## config.mk

```make
export PLATFORM = sky130hd
export DESIGN_NAME = jtag_shift_engine
export DESIGN_NICKNAME = d
export VERILOG_FILES = /design/src/rtl/jtag_shift_engine.sv
export SDC_FILE = /design/constraint.sdc
export NUM_CORES = 1
export LEC_CHECK = 0
export ABC_CLOCK_PERIOD_IN_PS = 3800
export CAP_MARGIN = 20
export CORE_ASPECT_RATIO = 1.4
export CORE_MARGIN = 3
export CORE_UTILIZATION = 28
export CTS_BUF_LIST = sky130_fd_sc_hd__clkbuf_4
export CTS_CLUSTER_SIZE = 8
export DETAILED_ROUTE_END_ITERATION = 8
export SETUP_SLACK_MARGIN = 0.15
export SYNTH_ARGS = -nofsm -noshare
export SYNTH_HDL_FRONTEND = slang
export SYNTH_SLANG_ARGS = --single-unit
```

## constraint.sdc

```tcl
create_clock -name CLK -period 3.8 [get_ports CLK]
set_clock_uncertainty 0.1 [all_clocks]
set_input_delay 0.76 -clock CLK [delete_from_list [all_inputs] [get_ports CLK]]
set_output_delay 0.76 -clock CLK [all_outputs]
set_load 0.1 [all_outputs]
```

## src/rtl/jtag_shift_engine.sv

```systemverilog
// JTAG bit-shift engine: shifts up to C_VECTOR_WIDTH TMS/TDI bits per command at a
// programmable TCK rate, captures TDO LSB-first and returns it as a response.
module jtag_shift_engine #(
    parameter int C_VECTOR_WIDTH = 32,
    parameter int C_LEN_WIDTH    = 6,
    parameter int C_DIV_WIDTH    = 8
) (
    input  logic                      CLK,
    input  logic                      RESET,
    input  logic [C_DIV_WIDTH-1:0]    TCK_HALF_DIV,
    input  logic                      CMD_VALID,
    output logic                      CMD_READY,
    input  logic [C_LEN_WIDTH-1:0]    CMD_LEN,
    input  logic [C_VECTOR_WIDTH-1:0] CMD_TMS,
    input  logic [C_VECTOR_WIDTH-1:0] CMD_TDI,
    output logic                      RSP_VALID,
    input  logic                      RSP_READY,
    output logic [C_VECTOR_WIDTH-1:0] RSP_TDO,
    output logic [C_LEN_WIDTH-1:0]    RSP_LEN,
    output logic                      BUSY,
    output logic                      TCK,
    output logic                      TMS,
    output logic                      TDI,
    input  logic                      TDO
);

    localparam logic [C_LEN_WIDTH-1:0] MAX_LEN = C_LEN_WIDTH'(C_VECTOR_WIDTH);

    typedef enum logic [1:0] {
        IDLE = 2'd0,
        TCKL = 2'd1,
        TCKH = 2'd2,
        RESP = 2'd3
    } state_t;

    state_t state, state_n;

    logic [C_VECTOR_WIDTH-1:0] tms_sh, tdi_sh;
    logic [C_LEN_WIDTH-1:0]    len_q, bit_idx, len_clamped;
    logic [C_DIV_WIDTH-1:0]    div_q, cnt;
    logic                      accept, rise, fall, last_bit;

    assign len_clamped = (CMD_LEN > MAX_LEN) ? MAX_LEN : CMD_LEN;
    assign last_bit    = (bit_idx == len_q - C_LEN_WIDTH'(1));

    assign CMD_READY = (state == IDLE);
    assign BUSY      = (state != IDLE);
    assign RSP_VALID = (state == RESP);

    always_ff @(posedge CLK) begin
        if (RESET) state <= IDLE;
        else       state <= state_n;
    end

    always_comb begin
        state_n = state;
        accept  = 1'b0;
        rise    = 1'b0;
        fall    = 1'b0;
        case (state)
            IDLE: begin
                if (CMD_VALID) begin
                    accept  = 1'b1;
                    state_n = (len_clamped == '0) ? RESP : TCKL;
                end
            end
            TCKL: begin
                if (cnt == '0) begin
                    rise    = 1'b1;
                    state_n = TCKH;
                end
            end
            TCKH: begin
                if (cnt == '0) begin
                    fall    = 1'b1;
                    state_n = last_bit ? RESP : TCKL;
                end
            end
            RESP: begin
                if (RSP_READY) state_n = IDLE;
            end
            default: state_n = IDLE;
        endcase
    end

    always_ff @(posedge CLK) begin
        if (RESET) begin
            tms_sh  <= '0;
            tdi_sh  <= '0;
            len_q   <= '0;
            bit_idx <= '0;
            div_q   <= '0;
            cnt     <= '0;
            RSP_TDO <= '0;
            RSP_LEN <= '0;
            TCK     <= 1'b0;
            TMS     <= 1'b0;
            TDI     <= 1'b0;
        end else begin
            if (accept) begin
                tms_sh  <= CMD_TMS >> 1;
                tdi_sh  <= CMD_TDI >> 1;
                len_q   <= len_clamped;
                div_q   <= TCK_HALF_DIV;
                cnt     <= TCK_HALF_DIV;
                bit_idx <= '0;
                RSP_TDO <= '0;
                // A zero-length command must not disturb the TAP, so pins keep their value.
                if (len_clamped != '0) begin
                    TMS <= CMD_TMS[0];
                    TDI <= CMD_TDI[0];
                end else begin
                    RSP_LEN <= '0;
                end
            end else if (state == TCKL || state == TCKH) begin
                cnt <= (cnt == '0) ? div_q : cnt - C_DIV_WIDTH'(1);
            end

            if (rise) begin
                TCK     <= 1'b1;
                RSP_TDO <= RSP_TDO | ({{(C_VECTOR_WIDTH-1){1'b0}}, TDO} << bit_idx);
            end

            if (fall) begin
                TCK <= 1'b0;
                if (last_bit) begin
                    RSP_LEN <= len_q;
                end else begin
                    bit_idx <= bit_idx + C_LEN_WIDTH'(1);
                    TMS     <= tms_sh[0];
                    TDI     <= tdi_sh[0];
                    tms_sh  <= tms_sh >> 1;
                    tdi_sh  <= tdi_sh >> 1;
                end
            end
        end
    end

endmodule

```

==> impl_metrics.toml, run 1 <==
[status]
status = "complete, no violations"

[timing]
finalSetupTns_ns = 0
report.final.slew_viol_count = 0
rsz0062_at_grt = "false"
tightest_slew_ns = 1.03
slew-limit-headroom_pct = 30.9
finalCriticalPeriod_ns = 2.94
whs_ns = 0.357
setup_slack_ns = 0.864
setup_viol = 0
fmax_ghz = 0.341
period_share_pct = 77.3
hold_viol_final = 0

[global_route]
grt_pass1_wl_um = 26300
antenna_found_initial = 2
grt_pass1_vias = 5193
grt_use_total_pct = 14.2
grt_overflow = 0
grt_max_degree = 65

[min_path]
hp-class = "reg2reg"

[finish]
multi_input_area_mm2 = 0.00297
fill_cells = 2162
instances_no_fill = 1105
final_nets = 925
area_growth_syn_to_layout_pct = 28.8
final_cell_mix = "nand2_1 (165), dfxtp_1 (135), nor2_1 (123)"
fin_util_pct = 37.1
final_common_cell = "nand2_1"
regArea_mm2 = 0.00270
drive_gt1_share_pct = 6.73
finalInstanceArea_mm2 = 0.00767

[clocking]
cts_setup_buffers = 0
cts_buffer_depth = 2
cts-buffers-inserted = 17
cts_tree = "done"
clk_latency_ns = 0.54
ctsHoldBuffers = 0
h-tree-depth = 4
root_buffer = "clkbuf_4"
cts_resized = 0
cts.sinks = 135
clk_pin_slew_ns = 0.13

[drt]
wire_per_inst_um = 14.1
drc_errors = 0
wirelength_um = 15600
vias = 5440
drt.antenna.violating_nets = 0
drtIter0Drc = 296
dr.pass1.iters = 4
vias_per_cell = 4.92

[critical_path]
path_cells = "clkdlybuf4s50_1"
cp-start-kind = "flop"
critPathSlowestCell = "clkdlybuf4s50_1"
r2r_slack_ns = 0.87
path_max_fanout = 2
cp.arrival_ns = 2.08
cp.required_ns = 2.94
slowest_delay_ns = 1.17
crit_family = "buffers and inverters"
cp.buffers_inverters = 1
end_kind = "primary output"
path_class = "reg2out"

[floorplanning]
die_h_um = 179
die_width_um = 129
core_area_mm2 = 0.0207
dieArea_mm2 = 0.0231
start_util_pct = 28.8
ioPinCount = 127
rows = 62

[flow_run]
cap_violations = 0

[pwr]
comb_power_share_pct = 34.5
swShare_pct = 39.2
clkPwrFrac_pct = 22.1
finalPower_mw = 4.37
p_int_mw = 2.66
p_leak_nw = 2.79
switchingPower_mw = 1.71
power_density_mw_per_mm2 = 569
ir_drop_mv = 0.190
pwr-share-seq_pct = 43.4

[synth]
synth_area_leaders = "dfxtp_1 (45%), nand2_1 (10%), a311oi_1 (9.3%), nor2_1 (7.8%), a22oi_1 (3.9%)"
synthCells = 740
synth_warnings = 0
synth_ff_type = "dfxtp_1"
ys_seq_elements = 135
syn_area_mm2 = 0.00596
synthesis.nets = 831
synth_edf_count = 0
synthArstFlopShare_pct = 0
syn_area_per_cell_um2 = 8.05
yosysSeqAreaShare_pct = 45.4
yosysUniqueCellTypes = 52
synth_top_area_share_pct = 45.4
synth_top_cell_by_area = "dfxtp_1"

[place]
globalplace.congestion = 0.783
dpl_cell_area_mm2 = 0.00739
io_buffers = 126
dp_cells = 1071
hpwl_um = 10600
place_ws_ns = 0.877
kinds of logic after synthesis:
logic type | count (synthesis) | share of synthesized area [%]
flops | 135 | 45.4
mux | 5 | 0.840
fa+ha+maj | 8 | 1.68
xor+xnor | 8 | 1.18
compound gates | 163 | 20.1
buf+inv | 71 | 5.21
simple gates | 350 | 25.6
synthesized netlist by cell type, drive strengths merged (8+ instances only):
library cell,n
nand3,10
nor3,13
nor2,124
o21ai,10
a21oi,35
nor3b,10
nand2,166
inv,11
clkbuf,35
ha,8
a311oi,63
a22oi,31
buf,25
dfxtp,135
state kept, by name, indices dropped and copies added (netlist names):
register,flops
div_q,8
RSP_LEN,6
len_q,6
bit_idx,6
tms_sh,32
TDI,1
TMS,1
state,2
RSP_TDO,32
tdi_sh,32
cnt,8
TCK,1
worst min-delay path, stage by stage (launching register included):
cell     delay [ns]
dfxtp_1        0.32
nand2_1        0.05
a21oi_1        0.05
path summary, 6_finish.rpt:
| check | from | end | cells after the start |
|---|---|---|---|
| max | TMS$_SDFF_PP0_ | TMS | 1 |
| min | div_q[3]$_SDFFE_PP0P_ | div_q[3]$_SDFFE_PP0P_ | 2 |
| max reg2reg | len_q[0]$_SDFFE_PP0P_ | tms_sh[6]$_SDFF_PP0_ | 9 |
| min reg2reg | div_q[3]$_SDFFE_PP0P_ | div_q[3]$_SDFFE_PP0P_ | 2 |
power groups by stage:
stage | clock network [mW] | registers [mW] | logic (mW)
after floorplan | 0 | 1.95 | 1.10
after global placement | 0 | 1.92 | 1.51
after detailed placement | 0 | 1.92 | 1.53
after CTS | 1.01 | 1.89 | 1.53
after global routing | 1.07 | 1.94 | 1.69
final | 0.965 | 1.89 | 1.51
per-layer routing:
metal | track usage [%] | wire length [µm] | vias up
li1 | - | - | 2789
met1 | 17.5 | 7020 | 2523
met2 | 23.8 | 7690 | 113
met3 | 3.57 | 734 | 15
met4 | 5.17 | 178 | 0
met5 | 0 | 0 | -
layout make-up:
type | instances | share of cell area (%)
flip-flops and latches | 135 | 35.2
repair buffers | 135 | 17.7
multi-input cells | 534 | 38.7
inverters | 11 | 0.538
clock inverters | 14 | 1.92
clock buffers | 18 | 1.76
diodes | 2 | 0.0652
well taps | 256 | 4.17
(Power assumes the default switching activity.)
==> run 2: changes to the inputs <==
--- a/config.mk
+++ b/config.mk
@@ -5,7 +5,7 @@
 export SDC_FILE = /design/constraint.sdc
 export NUM_CORES = 1
 export LEC_CHECK = 0
-export ABC_CLOCK_PERIOD_IN_PS = 3800
+export ABC_CLOCK_PERIOD_IN_PS = 2700
 export CAP_MARGIN = 20
 export CORE_ASPECT_RATIO = 1.4
 export CORE_MARGIN = 3
==> constraint.sdc (replaced) <==
create_clock -name CLK -period 2.7 [get_ports CLK]
set_clock_uncertainty 0.1 [all_clocks]
set_input_delay 0.54 -clock CLK [delete_from_list [all_inputs] [get_ports CLK]]
set_output_delay 0.54 -clock CLK [all_outputs]
set_load 0.1 [all_outputs]
==> run 2 against run 1 <==
  * Global-route usage hardly changed
  * Power increased by 46%
  * Critical path depth grew 9
  * Flip-flop and latch count did not move
  * Non-clock buffer count increased by 21
  * Wire length increased by 3.2%
  * First-iteration DRC count rose by 0.68%
  * Critical path type is now reg2reg
==> impl_metrics.toml, run 2 (synthesis results as in run 1) <==
[status]
status = "complete, no violations"

[flow_run]
cap_violations = 0

[clocking]
cts_tree = "done"
cts.sinks = 135
cts-buffers-inserted = 17
clk_pin_slew_ns = 0.14
root_buffer = "clkbuf_4"
clk_latency_ns = 0.55
cts_buffer_depth = 2
ctsHoldBuffers = 0
h-tree-depth = 4

[pwr]
ir_drop_mv = 0.339
p_leak_nw = 3.00
power_density_mw_per_mm2 = 812

[critical_path]
cp.arrival_ns = 2.77
path_max_fanout = 22
reg2reg_depth = 10
cp.required_ns = 3.07
end_kind = "flop"
worstReg2RegStart = "len_q[1]$_SDFFE_PP0P_"
path_class = "reg2reg"
cp-start-kind = "flop"
r2r_end = "tms_sh[22]$_SDFF_PP0_"
r2r_slack_ns = 0.30

[place]
globalplace.congestion = 0.798
hpwl_um = 10700
place_ws_ns = 0.0417
dp_cells = 1087
io_buffers = 126

[finish]
reg_top3 = "RSP_TDO: 32 flops, tdi_sh: 32 flops, tms_sh: 32 flops"
area_growth_syn_to_layout_pct = 31.7
final_cell_mix = "nand2_1 (165), dfxtp_1 (135), nor2_1 (123)"
fill_cells = 2147
final_nets = 946
instances_no_fill = 1126
final_common_cell = "nand2_1"
drive_gt1_share_pct = 13.9

[timing]
setup_viol = 0
fmax_ghz = 0.416
whs_ns = 0.315
hold_viol_final = 0
setup_slack_ns = 0.298
period_share_pct = 88.9
rsz0062_at_grt = "true"
finalCriticalPeriod_ns = 2.40
slew-limit-headroom_pct = 54.5
tightest_slew_ns = 0.676
report.final.slew_viol_count = 0
finalSetupTns_ns = 0

[min_path]
holdPathStages = 2
holdCritStartpoint = "RESET"
hp-class = "in2reg"
holdPathEnd = "len_q[4]$_SDFFE_PP0P_"

[drt]
vias_per_cell = 4.91
wirelength_um = 16100
drc_errors = 0
vias = 5533
drtIter0Drc = 298
dr.pass1.iters = 5
wire_per_inst_um = 14.3
drt.antenna.violating_nets = 0

[floorplanning]
ioPinCount = 127
core_area_mm2 = 0.0207
die_width_um = 129
dieArea_mm2 = 0.0231
rows = 62
start_util_pct = 28.8
die_h_um = 179

[global_route]
grt_pass1_vias = 5161
grt_overflow = 0
grt_pass1_wl_um = 26300
grt_max_degree = 80
grt_use_total_pct = 14.2
antenna_found_initial = 2
[run 2: cell count changes in the layout (fill, tap and decap cells not counted), sizes merged]
cell           change
buf               +61
clkdlybuf4s50     -41
clkinv             -4
clkinvlp           +4
inv                +1
[run 2: cell type report]
class,count,area (µm²),area share (%)
diodes,2,5.00,0.0638
inverters,11,45.0,0.574
multi-input cells,534,2980,38.0
repair buffers,156,1490,19.0
clock inverters,15,169,2.15
well taps,256,320,4.08
clock buffers,17,128,1.63
flip-flops and latches,135,2700,34.5
[run 2: repair_timing]
item | CTS | global route
setup buffers | 1 | 2
gates resized for setup | 1 | 3
endpoints found under the hold margin | 0 | 0
pin swaps | 1 | 2
setup endpoints to repair | 31 | 24
gates cloned | 1 | 1
[run 2: where the power goes]
part	internal, mW	switching (mW)
clock	0.571	0.844
sequential	2.40	0.260
combinational	0.897	1.40
total	3.86	2.51
[run 2: worst max-delay path by stage]
| stage | from | endpoint |
|---|---|---|
| after floorplan | state[1]$_SDFFE_PP0P_ | tdi_sh[5]$_SDFF_PP0_ |
| after detailed placement | CMD_LEN[2] | state[1]$_SDFFE_PP0P_ |
| after global placement | CMD_LEN[2] | state[1]$_SDFFE_PP0P_ |
| final | len_q[1]$_SDFFE_PP0P_ | tms_sh[22]$_SDFF_PP0_ |
| after global routing | len_q[1]$_SDFFE_PP0P_ | tdi_sh[20]$_SDFF_PP0_ |
| after CTS | len_q[1]$_SDFFE_PP0P_ | tdi_sh[10]$_SDFF_PP0_ |
[run 2: per-layer routing]
layer	wire (µm)	track usage (%)	up-vias
met2	7940	23.3	121
li1	-	-	2828
met4	241	5.04	0
met1	7150	18.0	2569
met5	0	0	-
met3	792	3.62	15
[run 2: per-stage QoR]
step,instance area (µm²),power [mW],util (%)
after floorplan,5990,4.33,-
after global placement,7430,4.92,35.9
after detailed placement,7430,4.94,35.9
after CTS,7770,6.42,37.5
after global routing,7840,6.84,37.9
final,7840,6.37,37.9
[run 2: worst max-delay path, cell delays in order, from the launching register on]
cell and delay, ns:
dfxtp_1 0.43, inv_1 0.07, ha_1 0.28, xnor2_1 0.13
nor2_1 0.19, nand4b_4 0.17, o21ai_4 0.32, buf_12 0.16
clkbuf_16 0.18, nor2_1 0.05, a311oi_1 0.25
